==> src/rtl/dispram_pkg.sv <==
// Shared constants, FSM state encoding and command payload for the display RAM writer.
package dispram_pkg;

    localparam int unsigned H_RES  = 640;
    localparam int unsigned V_RES  = 480;
    localparam int unsigned ADDR_W = 19;
    localparam int unsigned DATA_W = 12;
    localparam int unsigned X_W    = 10;
    localparam int unsigned Y_W    = 9;
    localparam int unsigned SPAN_W = 11;

    typedef enum logic [2:0] {
        IDLE,
        SETUP,
        WRITE,
        DONE,
        ERR
    } state_e;

    typedef struct packed {
        logic [X_W-1:0]    x;
        logic [Y_W-1:0]    y;
        logic [X_W-1:0]    w;
        logic [Y_W-1:0]    h;
        logic [DATA_W-1:0] color;
    } cmd_t;

    // Length of [org, org+len) that survives clipping to [0, lim).
    function automatic logic [SPAN_W-1:0] clip_span(input logic [SPAN_W-1:0] org,
                                                    input logic [SPAN_W-1:0] len,
                                                    input logic [SPAN_W-1:0] lim);
        logic [SPAN_W-1:0] room;
        room = lim - org;
        if (org >= lim) begin
            return '0;
        end else if (len > room) begin
            return room;
        end else begin
            return len;
        end
    endfunction

endpackage

==> src/rtl/dispram_addr_gen.sv <==
// Row-major write address walker: shift-add base address, column/row counters, end-of-row stride.
module dispram_addr_gen
    import dispram_pkg::*;
(
    input  logic              clk,
    input  logic              rst,
    input  logic              load,
    input  logic              step,
    input  logic [X_W-1:0]    x,
    input  logic [Y_W-1:0]    y,
    input  logic [X_W-1:0]    w,
    input  logic [Y_W-1:0]    h,
    output logic [ADDR_W-1:0] addr,
    output logic              last_col,
    output logic              last_row
);

    logic [ADDR_W-1:0] addr_q, addr_d;
    logic [X_W-1:0]    col_q, col_d;
    logic [Y_W-1:0]    row_q, row_d;
    logic [X_W-1:0]    w_q, w_d;
    logic [Y_W-1:0]    h_q, h_d;

    always_comb begin
        addr_d = addr_q;
        col_d  = col_q;
        row_d  = row_q;
        w_d    = w_q;
        h_d    = h_q;
        if (load) begin
            // y*640 as y*512 + y*128
            addr_d = (ADDR_W'(y) << 9) + (ADDR_W'(y) << 7) + ADDR_W'(x);
            col_d  = '0;
            row_d  = '0;
            w_d    = w;
            h_d    = h;
        end else if (step) begin
            if (last_col) begin
                col_d  = '0;
                row_d  = row_q + Y_W'(1);
                addr_d = addr_q + ADDR_W'(H_RES) - ADDR_W'(w_q) + ADDR_W'(1);
            end else begin
                col_d  = col_q + X_W'(1);
                addr_d = addr_q + ADDR_W'(1);
            end
        end
    end

    always_ff @(posedge clk) begin
        if (rst) begin
            addr_q <= '0;
            col_q  <= '0;
            row_q  <= '0;
            w_q    <= '0;
            h_q    <= '0;
        end else begin
            addr_q <= addr_d;
            col_q  <= col_d;
            row_q  <= row_d;
            w_q    <= w_d;
            h_q    <= h_d;
        end
    end

    assign addr     = addr_q;
    assign last_col = (col_q == w_q - X_W'(1));
    assign last_row = (row_q == h_q - Y_W'(1));

endmodule

==> src/rtl/dispram_writer.sv <==
// Rectangle-fill engine for the 640x480 display RAM write port.
// Define DISPRAM_WR_CLIP_EN to clip rectangles to the screen instead of rejecting them.
module dispram_writer
    import dispram_pkg::*;
(
    input  logic              clk,
    input  logic              rst,
    input  logic              cmd_valid,
    output logic              cmd_ready,
    input  logic [X_W-1:0]    cmd_x,
    input  logic [Y_W-1:0]    cmd_y,
    input  logic [X_W-1:0]    cmd_w,
    input  logic [Y_W-1:0]    cmd_h,
    input  logic [DATA_W-1:0] cmd_color,
    output logic              busy,
    output logic              done,
    output logic              err,
    output logic              wea,
    output logic [ADDR_W-1:0] ramaddra,
    output logic [DATA_W-1:0] ramdina
);

    state_e            state_q, state_d;
    cmd_t              cmd_q, cmd_d;
    logic              cmd_ready_q, cmd_ready_d;
    logic              busy_q, busy_d;
    logic              done_q, done_d;
    logic              err_q, err_d;
    logic              wea_q, wea_d;
    logic [DATA_W-1:0] ramdina_q, ramdina_d;

    logic [X_W-1:0]    w_eff;
    logic [Y_W-1:0]    h_eff;
    logic              reject;
    logic              load, step;
    logic              last_col, last_row;

    // Effective rectangle size and bounds rule, evaluated while in SETUP
    always_comb begin
`ifdef DISPRAM_WR_CLIP_EN
        w_eff  = X_W'(clip_span(SPAN_W'(cmd_q.x), SPAN_W'(cmd_q.w), SPAN_W'(H_RES)));
        h_eff  = Y_W'(clip_span(SPAN_W'(cmd_q.y), SPAN_W'(cmd_q.h), SPAN_W'(V_RES)));
        reject = 1'b0;
`else
        w_eff  = cmd_q.w;
        h_eff  = cmd_q.h;
        reject = ((SPAN_W'(cmd_q.x) + SPAN_W'(cmd_q.w)) > SPAN_W'(H_RES)) ||
                 ((10'(cmd_q.y) + 10'(cmd_q.h)) > 10'(V_RES));
`endif
    end

    always_comb begin
        state_d = state_q;
        cmd_d   = cmd_q;
        load    = 1'b0;
        step    = 1'b0;
        case (state_q)
            IDLE: begin
                if (cmd_valid) begin
                    cmd_d.x     = cmd_x;
                    cmd_d.y     = cmd_y;
                    cmd_d.w     = cmd_w;
                    cmd_d.h     = cmd_h;
                    cmd_d.color = cmd_color;
                    state_d     = SETUP;
                end
            end
            SETUP: begin
                if (reject) begin
                    state_d = ERR;
                end else if (w_eff == '0 || h_eff == '0) begin
                    state_d = DONE;
                end else begin
                    state_d = WRITE;
                    load    = 1'b1;
                end
            end
            WRITE: begin
                if (last_col && last_row) begin
                    state_d = DONE;
                end else begin
                    step = 1'b1;
                end
            end
            DONE:    state_d = IDLE;
            ERR:     state_d = IDLE;
            default: state_d = IDLE;
        endcase

        // Outputs are registered copies of what the next state implies
        cmd_ready_d = (state_d == IDLE);
        busy_d      = (state_d != IDLE);
        done_d      = (state_d == DONE);
        err_d       = (state_d == ERR);
        wea_d       = (state_d == WRITE);
        ramdina_d   = load ? cmd_q.color : ramdina_q;
    end

    always_ff @(posedge clk) begin
        if (rst) begin
            state_q     <= IDLE;
            cmd_q       <= '0;
            cmd_ready_q <= 1'b1;
            busy_q      <= 1'b0;
            done_q      <= 1'b0;
            err_q       <= 1'b0;
            wea_q       <= 1'b0;
            ramdina_q   <= '0;
        end else begin
            state_q     <= state_d;
            cmd_q       <= cmd_d;
            cmd_ready_q <= cmd_ready_d;
            busy_q      <= busy_d;
            done_q      <= done_d;
            err_q       <= err_d;
            wea_q       <= wea_d;
            ramdina_q   <= ramdina_d;
        end
    end

    dispram_addr_gen u_addr_gen (
        .clk      (clk),
        .rst      (rst),
        .load     (load),
        .step     (step),
        .x        (cmd_q.x),
        .y        (cmd_q.y),
        .w        (w_eff),
        .h        (h_eff),
        .addr     (ramaddra),
        .last_col (last_col),
        .last_row (last_row)
    );

    assign cmd_ready = cmd_ready_q;
    assign busy      = busy_q;
    assign done      = done_q;
    assign err       = err_q;
    assign wea       = wea_q;
    assign ramdina   = ramdina_q;

endmodule

==> config.mk <==
export PLATFORM = sky130hd
export DESIGN_NAME = dispram_writer
export DESIGN_NICKNAME = d
export VERILOG_FILES = /design/src/rtl/dispram_pkg.sv /design/src/rtl/dispram_addr_gen.sv /design/src/rtl/dispram_writer.sv
export SDC_FILE = /design/constraint.sdc
export NUM_CORES = 1
export LEC_CHECK = 0
export BUFFER_PORTS_ARGS = -buffer_cell sky130_fd_sc_hd__buf_2
export CELL_PAD_IN_SITES_DETAIL_PLACEMENT = 1
export CELL_PAD_IN_SITES_GLOBAL_PLACEMENT = 1
export CORE_AREA = 3 3 112 168
export DETAILED_ROUTE_END_ITERATION = 8
export DIE_AREA = 0 0 115 171
export PLACE_DENSITY_LB_ADDON = 0.1
export SYNTH_ARGS = -nofsm -noshare
export SYNTH_HDL_FRONTEND = slang
export SYNTH_SLANG_ARGS = --single-unit
==> constraint.sdc <==
create_clock -name clk -period 4.7 [get_ports clk]
set_input_delay 0.47 -clock clk [delete_from_list [all_inputs] [get_ports clk]]
set_output_delay 0.47 -clock clk [all_outputs]
set_load 0.01 [all_outputs]
After elaboration in Yosys (flattened, before gate mapping)
Index checks and enable logic that the tools add are counted.

word-level totals
  word-level logic and storage cells = 64
  output and inout port bits = 36
  register bits after elaboration = 127

operators by class
  order comparisons = 2
  eq/ne operators = 7
  reduce and logical (&&, ||, !) cells = 12
  $add $sub $neg = 12
  multiplexer cells = 14

operators with widths
  kind                      count
  $mux W19                  3
  $add A19 B1 Y19 const B   2
  $add A18 B16 Y19          1
  $add A19 B10 Y19          1
  $add A19 B10 Y19 const B  1
  $sub A19 B10 Y19          1
  $add A10 B10 Y11          1
  $gt A11 B10 Y1 const B    1
  $add A10 B1 Y10 const B   1
  $add A9 B9 Y10            1
  $eq A10 B10 Y1            1
  $gt A10 B9 Y1 const B     1
  $logic_not A10 Y1         1
  $mux W10                  1
  $sub A10 B1 Y10 const B   1
  $add A9 B1 Y9 const B     1
  $eq A3 B2 Y1 const B      3
  $eq A9 B9 Y1              1
  $logic_not A9 Y1          1
  $mux W3                   3
  $pmux W3 S3               1
  $sub A9 B1 Y9 const B     1
  $logic_not A3 Y1          2
  $mux W1                   6
  8 further kinds           10

Depth between registers and ports, before layout
  depth after elaboration = 7
  mapped depth = 15
  mapped depth without buffers = 15

By module
Synthesis repeated with hierarchy kept, for this count alone.

second synthesis, totals
  cell total of the unflattened synthesis = 1076
  area total of the unflattened synthesis = 8504.4 µm²

by module, submodules not included
  module            instances  area an instance (µm²)  cells an instance  seq. area each (µm²)
  dispram_addr_gen  1          5022.3                  636                1141.1
  dispram_writer    1          3482.1                  440                1401.3

Least setup slack after synthesis
No wires, ideal clock.

  path type = reg2reg
  from = register cmd_q, in the netlist w_eff[0]
  to = register u_addr_gen.addr_q[6] (netlist: u_addr_gen.addr[6])
  arrival time = 3.063 ns
  library setup time = 0.128 ns
  clock period less this slack = 3.190 ns
  stages on the path, launching flop included = 15
  data required time = 4.572 ns
  path slack = 1.510 ns
  path buffers = 2
  path through = dfxtp_1 > ha_1 > inv_1 > fa_1 > and2b_1 > o2111ai_1 > a31o_1 > a41o_1 > a221oi_4 > nor4_4 > and2_1 > buf_4 > buf_6 > a221oi_1 > nor2_1

between the ends
  longest elaborated chain between the ends = 6

RTL lines
  item                                                   RTL line                                    source
  from (decl)                                            dispram_writer.sv:24                        cmd_t cmd_q, cmd_d;
  from (signal assigned)                                 dispram_writer.sv:111                       cmd_q <= cmd_d;
  $add A10 B10 Y11 or $logic_not A10 Y1 (tied branches)  dispram_writer.sv:47, dispram_writer.sv:71
  $gt A11 B10 Y1 or $logic_or A1 B1 Y1 (tied branches)   dispram_writer.sv:47, dispram_writer.sv:71
  $logic_or A1 B1 Y1 or $mux W1 (tied branches)          dispram_writer.sv:47, dispram_writer.sv:71
  $mux W1 (*)                                            dispram_writer.sv:69                        if (reject) begin
  $mux W1 (*)                                            dispram_writer.sv:57                        case (state_q)
  $mux W19 or $reduce_bool A2 Y1 (tied branches)         -
  to (signal assigned)                                   dispram_addr_gen.sv:57                      addr_q <= addr_d;
  to (decl)                                              dispram_addr_gen.sv:18                      logic [ADDR_W-1:0] addr_q, addr_d;

Every way passes the cells marked *; elsewhere a longest branch is shown, timed or not.
A chain may end at the register's enable or synchronous reset.

Final worst setup path
  from = register cmd_q, in the netlist w_eff[0]
  to = register u_addr_gen.col_q[2]

between the ends
  longest elaborated chain between the ends = 6

RTL lines
  item                                                   RTL line                                    source
  $add A10 B10 Y11 or $logic_not A10 Y1 (tied branches)  dispram_writer.sv:47, dispram_writer.sv:71
  $gt A11 B10 Y1 or $logic_or A1 B1 Y1 (tied branches)   dispram_writer.sv:47, dispram_writer.sv:71
  $logic_or A1 B1 Y1 or $mux W1 (tied branches)          dispram_writer.sv:47, dispram_writer.sv:71
  $mux W1 (*)                                            dispram_writer.sv:69
  $mux W1 (*)                                            dispram_writer.sv:57
  $reduce_or A2 Y1 (no source line) (*)                  -
  to (signal assigned)                                   dispram_addr_gen.sv:58                      col_q <= col_d;
  to (decl)                                              dispram_addr_gen.sv:19                      logic [X_W-1:0] col_q, col_d;

Marked as above.

==> flow_summary.json <==
{
  "critical_path_required_ps": 4990,
  "gp_congestion": 0.912,
  "fp.dieW_um": 115,
  "critPathSlowestCell": "or2_1",
  "vdd_drop_max_mv": 0.304,
  "synth_ff_type": "dfxtp_1",
  "route.detailed.drc": 0,
  "hold_viol_final": 0,
  "critPathMaxFanout": 15,
  "max_stage_delay_ps": 480,
  "drive_gt1_share_pct": 13.2,
  "area_growth_pct": 13.9,
  "tightest_slew_ps": 766,
  "fmax_ghz": 0.252,
  "avgViaCountPerCell": 5.86,
  "routed_wl_um": 26600,
  "wire_per_inst_um": 19.4,
  "setup_slack_ps": 738,
  "arrival_ps": 4250,
  "synthCells": 1072,
  "regArea_um2": 2540,
  "h-tree-depth": 4,
  "vias": 8014,
  "cts_resized": 0,
  "synth-edff-count": 0,
  "cp_cell_sequence": "ha_1 > inv_1 > fa_1 > xnor2_1 > a2111oi_0 > o2111ai_1 > a221oi_2 > a221oi_4 > nor4_4 > buf_4 > or2_1 > nand2b_1 > nor2_1",
  "cts-root-buf": "clkbuf_16",
  "finalMaxSlewViolations": 0,
  "period_minus_slack_ps": 3960,
  "cts_buffer_depth": 2,
  "drt_first_pass_iters": 4,
  "ant_nets": 0,
  "detailedPlace.worstSlack_ps": 871,
  "grt_pass1_wl_um": 42900,
  "status": "finished, final reports clean",
  "cts_hold_buffers": 0,
  "leakage_nw": 4.06,
  "avgSynthCellArea_um2": 7.81,
  "highest_layer": "met4",
  "hpwl_um": 19800,
  "stdcell_area_um2": 9540,
  "grt_overflow": 0,
  "grt_max_degree": 59,
  "clock_skew_ps": 14.0,
  "grt_pass1_vias": 8344,
  "netlist_area_um2": 8370,
  "die-area_um2": 19700,
  "hold_slack_ps": 276,
  "die_y_um": 171,
  "ys_warn_count": 0,
  "cts_tree": "done",
  "synth_cell_type_count": 77,
  "fin_nets": 1275,
  "fillCellCount": 2209,
  "antennaDiodeCount": 0,
  "critPathCaptureType": "register",
  "start_util_pct": 48.1,
  "final_util_pct": 54.7,
  "drt_iter0_drc": 379,
  "async_reset_ff_share_pct": 0,
  "cts_setup_buffers": 0,
  "powerDensity_nw_per_um2": 362,
  "setup_tns_ps": 0,
  "wl_met1_um": 10600,
  "clk_pin_slew_ps": 70,
  "antenna_found_initial": 0,
  "max_cap_viol_count": 0,
  "portBuffers": 88,
  "synth_seq_area_share_pct": 30.4,
  "rsz0062_at_grt": "false",
  "worst-setup-path-type": "register to register",
  "dr_wl_met3_um": 932,
  "start_kind": "register",
  "setup_viol": 0,
  "placed_cell_area_um2": 8950,
  "cts_sinks": 127,
  "relSlewSlack_pct": 47.6,
  "synth-seq-cells": 127,
  "clock_latency_ps": 420,
  "grt_usage_pct": 27.6,
  "numCtsBuffers": 17,
  "core_area_um2": 17400,
  "multiInputGateArea_um2": 5420,
  "syn-num-nets": 1205,
  "wl_met2_um": 14200,
  "core.rowCount": 59,
  "finalCritPeriodShare_pct": 84.3,
  "min_path_type": "input pin to register",
  "io_pins": 89
}
[layout make-up]
class                      instances  share of cell area [%]
multi-input combinational        844                    56.8
sequential                       127                    26.7
timing repair buffer              99                    5.51
clock buffer                      18                    4.61
tap                              213                    2.79
inverter                          53                    2.09
clock inverter                    14                    1.51
[per-layer routing]
layer / up-vias / track usage (%)
met2: 173 / 51.0
li1: 3905 / -
met3: 53 / 4.21
met4: 0 / 10.5
met5: - / 0
met1: 3883 / 31.6
[worst max-delay path: cells and delay by family, from the launching register on]
family,cells,cell delay [ps]
buf+inv,2,320
compound gates,4,1060
fa+ha+maj,2,640
xor+xnor,1,140
flops,1,390
simple gates,4,1290
[synth_stat cells, types with 4 or more instances]
cell type | count | area [µm²]
and2_1 | 4 | 25.0
nor2_1 | 101 | 379
nand4_1 | 9 | 56.3
buf_2 | 10 | 50.1
nor3_1 | 19 | 95.1
clkbuf_1 | 32 | 120
o2111ai_1 | 6 | 52.6
or3_1 | 8 | 50.1
nor3_2 | 4 | 40.0
nor2b_1 | 4 | 25.0
a21o_1 | 15 | 113
or4_1 | 6 | 45.0
nand2_1 | 190 | 713
a31oi_1 | 9 | 56.3
o21ai_0 | 25 | 125
nand3_1 | 27 | 135
a221oi_1 | 6 | 52.6
nor4_1 | 12 | 75.1
a21oi_1 | 112 | 561
a211oi_1 | 14 | 105
xor2_1 | 25 | 219
fa_1 | 5 | 100
dfxtp_1 | 127 | 2540
o21bai_1 | 4 | 30.0
ha_1 | 75 | 938
a22oi_1 | 5 | 37.5
xnor2_1 | 50 | 438
inv_1 | 53 | 199
and3_1 | 9 | 56.3
and4_1 | 4 | 35.0
nor3b_1 | 5 | 37.5
o21ai_1 | 7 | 35.0
a2111oi_0 | 4 | 35.0
o22ai_1 | 5 | 31.3
mux2i_1 | 5 | 50.1
o211ai_1 | 8 | 60.1
[report_power, final]
| group | total [mW] | switching, mW | leakage, nW | internal [mW] |
|---|---|---|---|---|
| logic | 0.904 | 0.544 | 2.75 | 0.360 |
| clock network | 1.31 | 0.549 | 0.274 | 0.758 |
| registers | 1.24 | 0.0948 | 1.03 | 1.14 |
| total | 3.45 | 1.19 | 4.06 | 2.26 |
[flip-flops by register name, indices dropped and copies added, names as in the netlist]
name,count
u_addr_gen.w_q,10
ramdina,12
state_q,3
err,1
wea,1
busy,1
h_eff,9
u_addr_gen.h_q,9
cmd_q,31
u_addr_gen.col_q,10
done,1
u_addr_gen.addr,19
cmd_ready,1
u_addr_gen.row_q,9
w_eff,10
[logic make-up after synthesis]
| family | count (synthesis) | synth area share (%) |
|---|---|---|
| simple gates | 424 | 23.6 |
| buf+inv | 101 | 4.99 |
| compound gates | 258 | 20.0 |
| mux | 7 | 0.867 |
| xor+xnor | 75 | 7.84 |
| fa+ha+maj | 80 | 12.4 |
| flops | 127 | 30.4 |
[final timing paths]
kind,depth (start not counted),slack (ps),end,start
max,13,740,u_addr_gen.col_q[2],w_eff[0]
min reg2reg,2,450,ramdina[3],ramdina[3]
min,3,280,cmd_q[3],cmd_color[3]
max reg2reg,13,740,u_addr_gen.col_q[2],w_eff[0]
[placed cells by master (no fill, tap or decap), types with 5 or more instances in the layout]
cell type | Yosys | final
nor4_1 | 12 | 12
a31oi_1 | 9 | 9
nor3b_1 | 5 | 5
o22ai_1 | 5 | 5
dfxtp_1 | 127 | 127
nand2_1 | 190 | 190
buf_4 | 3 | 12
clkbuf_16 | 0 | 17
fa_1 | 5 | 5
o2111ai_1 | 6 | 6
or4_1 | 6 | 6
buf_2 | 10 | 87
and3_1 | 9 | 9
ha_1 | 75 | 75
o21ai_0 | 25 | 25
o211ai_1 | 8 | 8
xor2_1 | 25 | 25
inv_6 | 0 | 5
a21o_1 | 15 | 15
a221oi_1 | 6 | 6
a22oi_1 | 5 | 5
o21ai_1 | 7 | 7
mux2i_1 | 5 | 5
xnor2_1 | 50 | 50
inv_1 | 53 | 53
nand3_1 | 27 | 27
or3_1 | 8 | 8
nor3_1 | 19 | 19
a211oi_1 | 14 | 14
a21oi_1 | 112 | 112
nor2_1 | 101 | 101
nand4_1 | 9 | 9
[through the flow]
| stage | power [mW] | instances |
|---|---|---|
| after floorplan | 1.90 | 1072 |
| after global placement | 2.13 | 1336 |
| after detailed placement | 2.16 | 1336 |
| after CTS | 3.48 | 1368 |
| after global routing | 3.64 | 1368 |
| final | 3.45 | 1368 |
(Power assumes the default switching activity.)
